File: src/rtl/fft_pkg.sv
`default_nettype none
// ============================================================================
// Module      : fft_pkg
// Description : Shared widths, twiddle constants and the twiddle fraction-bit
//               derivation for the FFT butterfly datapath.
// Revision    : 1.0 - initial release
// ============================================================================
package fft_pkg;

    localparam int FFT_DW = 16;
    localparam int FFT_TW = 16;

    // Twiddles are Q1.(TW-1): one sign bit, the rest fractional.
    function automatic int frac_bits(input int tw);
        return tw - 1;
    endfunction

    localparam int FFT_FRAC = frac_bits(FFT_TW);

    localparam logic signed [FFT_TW-1:0] TW_ONE_M   = 16'sd32767;
    localparam logic signed [FFT_TW-1:0] TW_NEG_ONE = -16'sd32768;

endpackage : fft_pkg
`default_nettype wire

File: src/rtl/fft_cmul_pipe.sv
`default_nettype none
// ============================================================================
// Module      : fft_cmul_pipe
// Description : Two-stage pipelined complex multiply b*W with the Q1.(TW-1)
//               fraction shift applied combinationally on the product stage.
//               FFT_BFLY_ROUND_EN selects round-half-up instead of floor.
// Revision    : 1.0 - initial release
// ============================================================================
module fft_cmul_pipe
    import fft_pkg::*;
#(
    parameter  int DW = FFT_DW,
    parameter  int TW = FFT_TW,
    localparam int OW = DW + 2
) (
    input  logic                 clk,
    input  logic                 rst,
    input  logic                 en,
    input  logic signed [DW-1:0] b_re,
    input  logic signed [DW-1:0] b_im,
    input  logic signed [TW-1:0] w_re,
    input  logic signed [TW-1:0] w_im,
    output logic signed [OW-1:0] t_re,
    output logic signed [OW-1:0] t_im
);

    localparam int FRAC = frac_bits(TW);
    localparam int PW   = DW + TW;
    localparam int SW   = PW + 1;

    logic signed [DW-1:0] r_b_re, r_b_im;
    logic signed [TW-1:0] r_w_re, r_w_im;
    logic signed [PW-1:0] r_p_rr, r_p_ii, r_p_ri, r_p_ir;
    logic signed [SW-1:0] w_p_re, w_p_im;
    logic signed [SW-1:0] w_q_re, w_q_im;

    always_ff @(posedge clk) begin
        if (rst) begin
            r_b_re <= '0;
            r_b_im <= '0;
            r_w_re <= '0;
            r_w_im <= '0;
            r_p_rr <= '0;
            r_p_ii <= '0;
            r_p_ri <= '0;
            r_p_ir <= '0;
        end else if (en) begin
            r_b_re <= b_re;
            r_b_im <= b_im;
            r_w_re <= w_re;
            r_w_im <= w_im;
            r_p_rr <= PW'(r_b_re) * PW'(r_w_re);
            r_p_ii <= PW'(r_b_im) * PW'(r_w_im);
            r_p_ri <= PW'(r_b_re) * PW'(r_w_im);
            r_p_ir <= PW'(r_b_im) * PW'(r_w_re);
        end
    end

    // One extra bit absorbs the sum/difference of two full-width products.
    assign w_p_re = SW'(r_p_rr) - SW'(r_p_ii);
    assign w_p_im = SW'(r_p_ri) + SW'(r_p_ir);

`ifdef FFT_BFLY_ROUND_EN
    localparam logic signed [SW-1:0] c_half = SW'(1) << (FRAC - 1);
    assign w_q_re = w_p_re + c_half;
    assign w_q_im = w_p_im + c_half;
`else
    assign w_q_re = w_p_re;
    assign w_q_im = w_p_im;
`endif

    // SW - FRAC == OW, so the shifted value fits the output exactly.
    assign t_re = OW'(w_q_re >>> FRAC);
    assign t_im = OW'(w_q_im >>> FRAC);

endmodule : fft_cmul_pipe
`default_nettype wire

File: src/rtl/fft_butterfly_pipe.sv
`default_nettype none
// ============================================================================
// Module      : fft_butterfly_pipe
// Description : Three-stage radix-2 DIT butterfly out1 = a + W*b,
//               out2 = a - W*b with valid/ready handshake and optional /2.
//               FFT_BFLY_ROUND_EN selects round-half-up at both shifts.
// Revision    : 1.0 - initial release
// ============================================================================
module fft_butterfly_pipe
    import fft_pkg::*;
#(
    parameter  int DW = FFT_DW,
    parameter  int TW = FFT_TW,
    localparam int OW = DW + 2
) (
    input  logic                 clk,
    input  logic                 rst,
    input  logic                 in_valid,
    output logic                 in_ready,
    input  logic signed [DW-1:0] a_re,
    input  logic signed [DW-1:0] a_im,
    input  logic signed [DW-1:0] b_re,
    input  logic signed [DW-1:0] b_im,
    input  logic signed [TW-1:0] w_re,
    input  logic signed [TW-1:0] w_im,
    input  logic                 scale,
    output logic                 out_valid,
    input  logic                 out_ready,
    output logic signed [OW-1:0] out1_re,
    output logic signed [OW-1:0] out1_im,
    output logic signed [OW-1:0] out2_re,
    output logic signed [OW-1:0] out2_im
);

    function automatic logic signed [OW-1:0] halve(input logic signed [OW-1:0] x,
                                                   input logic                 sc);
`ifdef FFT_BFLY_ROUND_EN
        return sc ? ((x + OW'(1)) >>> 1) : x;
`else
        return sc ? (x >>> 1) : x;
`endif
    endfunction

    logic                 w_en;
    logic                 r_v1, r_v2;
    logic                 r_sc1, r_sc2;
    logic signed [DW-1:0] r_a1_re, r_a1_im, r_a2_re, r_a2_im;
    logic signed [OW-1:0] w_t_re, w_t_im;
    logic signed [OW-1:0] w_s1_re, w_s1_im, w_s2_re, w_s2_im;

    // Whole pipeline moves together; a full, stalled output freezes every stage.
    assign w_en     = !out_valid || out_ready;
    assign in_ready = w_en;

    fft_cmul_pipe #(
        .DW (DW),
        .TW (TW)
    ) u_cmul (
        .clk  (clk),
        .rst  (rst),
        .en   (w_en),
        .b_re (b_re),
        .b_im (b_im),
        .w_re (w_re),
        .w_im (w_im),
        .t_re (w_t_re),
        .t_im (w_t_im)
    );

    assign w_s1_re = OW'(r_a2_re) + w_t_re;
    assign w_s1_im = OW'(r_a2_im) + w_t_im;
    assign w_s2_re = OW'(r_a2_re) - w_t_re;
    assign w_s2_im = OW'(r_a2_im) - w_t_im;

    always_ff @(posedge clk) begin
        if (rst) begin
            r_v1      <= 1'b0;
            r_v2      <= 1'b0;
            out_valid <= 1'b0;
            r_sc1     <= 1'b0;
            r_sc2     <= 1'b0;
            r_a1_re   <= '0;
            r_a1_im   <= '0;
            r_a2_re   <= '0;
            r_a2_im   <= '0;
            out1_re   <= '0;
            out1_im   <= '0;
            out2_re   <= '0;
            out2_im   <= '0;
        end else if (w_en) begin
            r_v1      <= in_valid;
            r_sc1     <= scale;
            r_a1_re   <= a_re;
            r_a1_im   <= a_im;
            r_v2      <= r_v1;
            r_sc2     <= r_sc1;
            r_a2_re   <= r_a1_re;
            r_a2_im   <= r_a1_im;
            out_valid <= r_v2;
            out1_re   <= halve(w_s1_re, r_sc2);
            out1_im   <= halve(w_s1_im, r_sc2);
            out2_re   <= halve(w_s2_re, r_sc2);
            out2_im   <= halve(w_s2_im, r_sc2);
        end
    end

endmodule : fft_butterfly_pipe
`default_nettype wire

File: config.mk
export PLATFORM = sky130hd
export DESIGN_NAME = fft_butterfly_pipe
export DESIGN_NICKNAME = d
export VERILOG_FILES = /design/src/rtl/fft_pkg.sv /design/src/rtl/fft_cmul_pipe.sv /design/src/rtl/fft_butterfly_pipe.sv
export SDC_FILE = /design/constraint.sdc
export NUM_CORES = 2
export LEC_CHECK = 0
export ABC_CLOCK_PERIOD_IN_PS = 12000
export CORE_MARGIN = 3
export CORE_UTILIZATION = 70
export CTS_CLUSTER_DIAMETER = 60
export DETAILED_ROUTE_END_ITERATION = 6
export PLACE_DENSITY_LB_ADDON = 0.05
export SLEW_MARGIN = 10
export SYNTH_ARGS = -nofsm -noshare
export SYNTH_HDL_FRONTEND = slang
export SYNTH_SLANG_ARGS = --single-unit
File: constraint.sdc
create_clock -name clk -period 12 [get_ports clk]
set_input_delay 3 -clock clk [delete_from_list [all_inputs] [get_ports clk]]
set_output_delay 3 -clock clk [all_outputs]
set_load 0.02 [all_outputs]
== After elaboration in Yosys (flattened, before gate mapping) ==
Index checks and enable logic that the tools add are counted.

* Input bits: 101
* Bits in registers: 333
* Output and inout port bits: 74
* Logic and storage cells: 37

* Multipliers: 4
* Mux-type cells: 4
* Add/sub/neg operators: 6
* Reduce and logical (&&, ||, !) cells: 2

{| class="wikitable"
|+ Operator list
! cell !! count
|-
| $mul A16 B16 Y32 || 4
|-
| $mux W17 || 4
|-
| $add A16 B18 Y18 || 2
|-
| $sub A16 B18 Y18 || 2
|-
| $add A32 B32 Y33 || 1
|-
| $sub A32 B32 Y33 || 1
|-
| $logic_not A1 Y1 || 1
|-
| $logic_or A1 B1 Y1 || 1
|}

== Depth between registers and ports, before layout ==
* Depth in word-level cells: 3
* Mapped depth: 26
* Mapped depth without buffers: 25

== Hierarchy ==
A second synthesis with hierarchy kept.

* Cell total of the unflattened synthesis: 6457
* Area total of the unflattened synthesis: 56789.5 µm²

{| class="wikitable"
|+ By module, submodules not included
! module !! instances !! seq. area each (µm²) !! area an instance (µm²) !! cells each
|-
| fft_cmul_pipe || 1 || 3843.7 || 47873.4 || 5280
|-
| fft_butterfly_pipe || 1 || 2822.7 || 8916.1 || 1177
|}

== Least setup slack after synthesis ==
Ideal clock, no wire load.

* Kind: input -> output
* From: input port out_ready
* To: output port in_ready
* Stages: 5
* Arrival time: 3.933 ns
* Path slack: 5.067 ns
* Path buffers: 3
* Data required time: 9.000 ns
* Cell sequence: nor2b_1 > clkbuf_1 > inv_2 > clkbuf_1 > clkbuf_1

* Longest elaborated chain between the ends: 1

{| class="wikitable"
|+ Ends and longest elaborated chain
! item !! line !! RTL
|-
| from (decl) || fft_butterfly_pipe.sv:28 || <nowiki>input logic out_ready,</nowiki>
|-
| $logic_or A1 B1 Y1 || fft_butterfly_pipe.sv:52 || <nowiki>assign w_en = !out_valid || out_ready;</nowiki>
|-
| to (decl) || fft_butterfly_pipe.sv:19 || <nowiki>output logic in_ready,</nowiki>
|}

No other way between the ends.

== Worst setup path after layout ==
Ends and elaborated chain as after synthesis.

==> results by stage <==
Layout:
- The sequential cell area in the final layout is 6680 um^2.
- The area taken by multi-input logic gates is 43800 um^2.
- The area growth from synthesis to final layout is 7.24%.
- The repair_antennas step left the layout with diodes totalling 0.
- The total number of nets in the final design is 8105.
- The ratio of cells with drive above 1 in the final layout is 0.0346.
- After filler insertion, the fill cell instance count of the layout stands at 5893.

Floorplan:
- The total number of placement rows is 103.
- The die width is 290 um.
- The area of the placeable core is 79400 um^2.
- The y dimension of the die is 290 um.
- The die covers 84100 um^2.
- The initial standard-cell utilization of the core is 0.711.
- During I/O placement, the number of pins put on the boundary was 175.

Global routing:
- In the global route stage, overall resource usage came out at 0.354.
- The initial antenna violation count is 0.
- The maximum number of pins on one net before global-route repair is 132.
- The number of global-route vias before repair was 44.8k.
- Summed over all layers, the global routing overflow is 0.
- The global-route wire length before repair is 239000 um.

Power and ir drop:
- The share of total power dissipated in the clock network is 0.138.
- Of the total power, the share spent switching nets is 0.498.
- Of the total power, registers draw 0.149.
- Dividing total power by cell area gives a power density of 180 nW/um^2.
- IR analysis of the VDD net gives a maximum drop of 0.000191 V.
- In this run the static leakage power is 30.6 nW.
- Total power for the finished layout comes to 10.9 mW.
- The analysis attributes to net switching a power of 5.43 mW.
- The relative contribution of combinational cells to total power is 0.713.
- Internal power comes to 5.46 mW.

Synth:
- The number of nets handed over by synthesis was 8140.
- Of the post-synthesis cell area, the dominant cell type holds 0.373.
- For this run, the register share of the synthesized area comes to 0.118.
- Counting flops with an async set or reset pin after synthesis yields a share of 0.
- Ranked by instance count, the synthesized netlist is headed by inv_1 (1250), fa_1 (1052), nand2_1 (1000).
- The most numerous cell in the Yosys netlist is inv_1.
- The synthesized netlist occupies a cell area of 56400 um^2.
- The per-instance average area after synthesis is 8.65 um^2.
- After technology mapping, the gate count stands at 6527.
- The count of yosys warnings during synthesis is 0.
- The cell taking the most area after synthesis is fa_1.
- Counting flops with a built-in enable in the synthesized netlist gives 0.
- Synthesis inferred 333 register bits.
- The prevailing post-synth register cell is dfxtp_1.
- The number of different library cells used by synthesis comes to 90.
- Ranked by total cell area, the synthesized netlist is headed by fa_1 (37%), dfxtp_1 (12%), ha_1 (10%).

Worst setup path:
- For this run, the slowest stage of the critical path takes 0.72 ns.
- The required time of the critical path is 9.00 ns.
- The cell seen most often among critical-path stages is clkdlybuf4s50_1.
- The number of buffers and inverters on the critical path is 3.
- Data arrives at the worst endpoint at 5.31 ns.
- The type of element launching the critical path is an input pin.
- The largest individual stage delay along the critical path comes from the cell nor2b_4.
- The worst setup path is captured at a primary output.
- Counting buffers and inverters, the worst setup path is 4 cells deep.
- The cell type group with the largest total delay on the critical path is buffers and inverters.
- Measured in cells, the most critical reg-to-reg path has a length of 18.
- The largest fanout of any net on the critical path is 100.
- The signal on the critical path passes through clkdlybuf4s50_1 > nor2b_4 > inv_8 > clkdlybuf4s50_1.
- The worst setup path is of the input pin to primary output kind.

Timing:
- Static timing analysis puts the maximum clock frequency at 0.120 GHz.
- The number of failing hold endpoints at the final stage is 0.
- The number of pins exceeding their max-slew limit in the final report is 0.
- Counting I/O delays and the setup requirement, the final critical path takes 8.31 ns.
- The headroom to the max-slew limit is 0.312.
- For the pin with the worst max-slew slack, the measured transition is 1.03 ns.
- The total of endpoints with negative setup slack in the final report is 0.
- Setup repair after global routing left no endpoint under its margin.
- Of the available clock period, the critical path in the final layout requires 0.693.
- Setup total negative slack on the finished layout was measured at 0 ns.
- Between clock sinks in the finished design, the worst skew comes to 0.0307 ns.

Min path:
- The worst hold path passes through 2 cells.
- The classification of the worst-slack hold path is register to register.

CTS:
- The H-tree was split into 2 levels.
- The number of cells upsized or downsized after cts is 0.
- The number of setup buffers added after CTS is 0.
- The CTS clock-pin slew for the worst setup and hold paths is 0.06 ns.
- For this design, the CTS-stage hold fixing added 0 buffers.
- The largest buffer count on any clock path is 3.
- The root buffer cell chosen for the clock tree is clkbuf_16.
- TritonCTS built the clock tree.
- The total CTS buffers is 49.
- CTS saw 333 sinks.
- For the worst-skew pair, the clock arrives at the later sink with an insertion delay of 0.62 ns.

Run status:
- The run finished with clean final reports.

Placed design:
- The HPWL after detailed placement is 108000 um.
- The congestion estimate from routability-driven global placement came to 0.939.
- Port buffering added 174 buffers.

Detailed routing:
- In the routed design, unresolved DRC markers number 0.
- The final route contains 44.1k vias.
- Using the TritonRoute via totals, the vias-per-cell ratio works out to 5.82.
- The first-pass detailed-route iteration total is 6.
- The detail route stage leaves a number of antenna-violating nets equal to 0.
- The first routing iteration left 3329 violations.
- After detailed routing, the total wire length is 146000 um.
- The detail-routed net length per standard cell is 19.2 um.

Flow run:
- Across the run, the number of max-cap violations was 0.
worst register-to-register path, delay by kind of cell (launching register included):
kind,cells,cell delay [ns]
AOI/OAI and AO/OA,5,2.07
DFF,1,0.94
adders and majority gates,7,3.34
and+or+nand+nor,3,0.70
buffers and inverters,3,0.14
path summary, 6_finish.rpt:
check	startpoint	endpoint	slack (ns)
worst min register to register	out2_re[4]$_SDFFE_PP0P_	out2_re[4]$_SDFFE_PP0P_	0.45
worst min-delay path	out2_re[4]$_SDFFE_PP0P_	out2_re[4]$_SDFFE_PP0P_	0.45
worst max register to register	u_cmul.r_b_re[10]$_SDFFE_PP0P_	u_cmul.r_p_rr[28]$_SDFFE_PP0P_	4.77
worst max-delay path	out_ready	in_ready	3.69
per-layer routing:
layer,GRT usage,vias up,wire (um)
met5,0,-,0
met4,0.161,0,8330
met3,0.0644,298,13300
met2,0.548,1950,66000
met1,0.492,22000,58100
li1,-,19900,-
stage by stage:
| step | utilization | hold WS (ns) | setup slack (ns) | std cells | area, um^2 |
|---|---|---|---|---|---|
| 4_1_cts | 0.762 | 0.451 | 3.70 | 7582 | 60500 |
| 3_3_place_gp | 0.741 | 0.436 | 3.73 | 7491 | 58800 |
| 3_5_place_dp | 0.741 | 0.442 | 3.70 | 7491 | 58800 |
| 5_1_grt | 0.762 | 0.470 | 3.54 | 7582 | 60500 |
| 6_report | 0.762 | 0.448 | 3.69 | 7582 | 60500 |
| 2_1_floorplan | - | 0.425 | 5.07 | 6527 | 56400 |
power by group through the flow:
stage | Combinational (mW) | Clock, mW | Sequential, mW
floorplan | 5.66 | 0 | 1.65
global placement | 7.42 | 0 | 1.63
detailed placement | 7.62 | 0 | 1.64
CTS | 7.70 | 1.52 | 1.62
global route | 8.66 | 1.57 | 1.64
finish | 7.76 | 1.51 | 1.62
registers in the layout (all words and copies together), names as in the netlist, 18 cells and up:
signal         flops
u_cmul.r_p_ii     32
u_cmul.r_p_ir     32
u_cmul.r_p_ri     32
u_cmul.r_p_rr     32
out1_im           18
out1_re           18
out2_im           18
out2_re           18
layout make-up:
type                       instances  share of cell area
clock inverter                    32             0.00598
timing repair buffer             243              0.0374
sequential                       333               0.110
tap                             1050              0.0217
clock buffer                      59              0.0222
multi-input combinational       4613               0.724
inverter                        1252              0.0778
logic make-up after synthesis:
logic type / count (synthesis) / share of synthesized area
buffers and inverters: 1581 / 0.105
muxes: 16 / 0.00293
and+or+nand+nor: 1988 / 0.164
adders and majority gates: 1512 / 0.475
xor gates and xnor gates: 223 / 0.0349
DFF: 333 / 0.118
AOI/OAI and AO/OA: 874 / 0.0995
layout by cell type (no fill, tap or decap), types with 10 or more instances in the layout:
| cell type | netlist | routed |
|---|---|---|
| a211oi_1 | 53 | 53 |
| o211ai_1 | 13 | 13 |
| nor2b_1 | 20 | 19 |
| a31oi_1 | 19 | 19 |
| dfxtp_1 | 333 | 319 |
| o21a_1 | 27 | 27 |
| nor2_1 | 247 | 245 |
| a311oi_1 | 13 | 13 |
| buf_4 | 0 | 69 |
| and2_1 | 498 | 498 |
| nand2b_1 | 39 | 39 |
| a211o_1 | 14 | 14 |
| a21oi_1 | 381 | 381 |
| fa_1 | 1052 | 1052 |
| nand4_1 | 10 | 10 |
| o21ai_1 | 12 | 12 |
| clkbuf_16 | 0 | 49 |
| xor2_1 | 66 | 66 |
| o21ai_0 | 110 | 110 |
| clkdlybuf4s50_1 | 0 | 173 |
| a22o_1 | 15 | 15 |
| and3_1 | 17 | 17 |
| nor3_1 | 56 | 56 |
| xnor2_1 | 155 | 155 |
| ha_1 | 460 | 460 |
| dfxtp_2 | 0 | 14 |
| nand3_1 | 32 | 32 |
| inv_1 | 1250 | 1250 |
| mux2i_1 | 15 | 15 |
| o21bai_1 | 31 | 31 |
| o31ai_1 | 11 | 11 |
| a21o_1 | 80 | 80 |
| or3_1 | 33 | 33 |
| nand2_1 | 1000 | 1000 |
(Power assumes the default switching activity.)
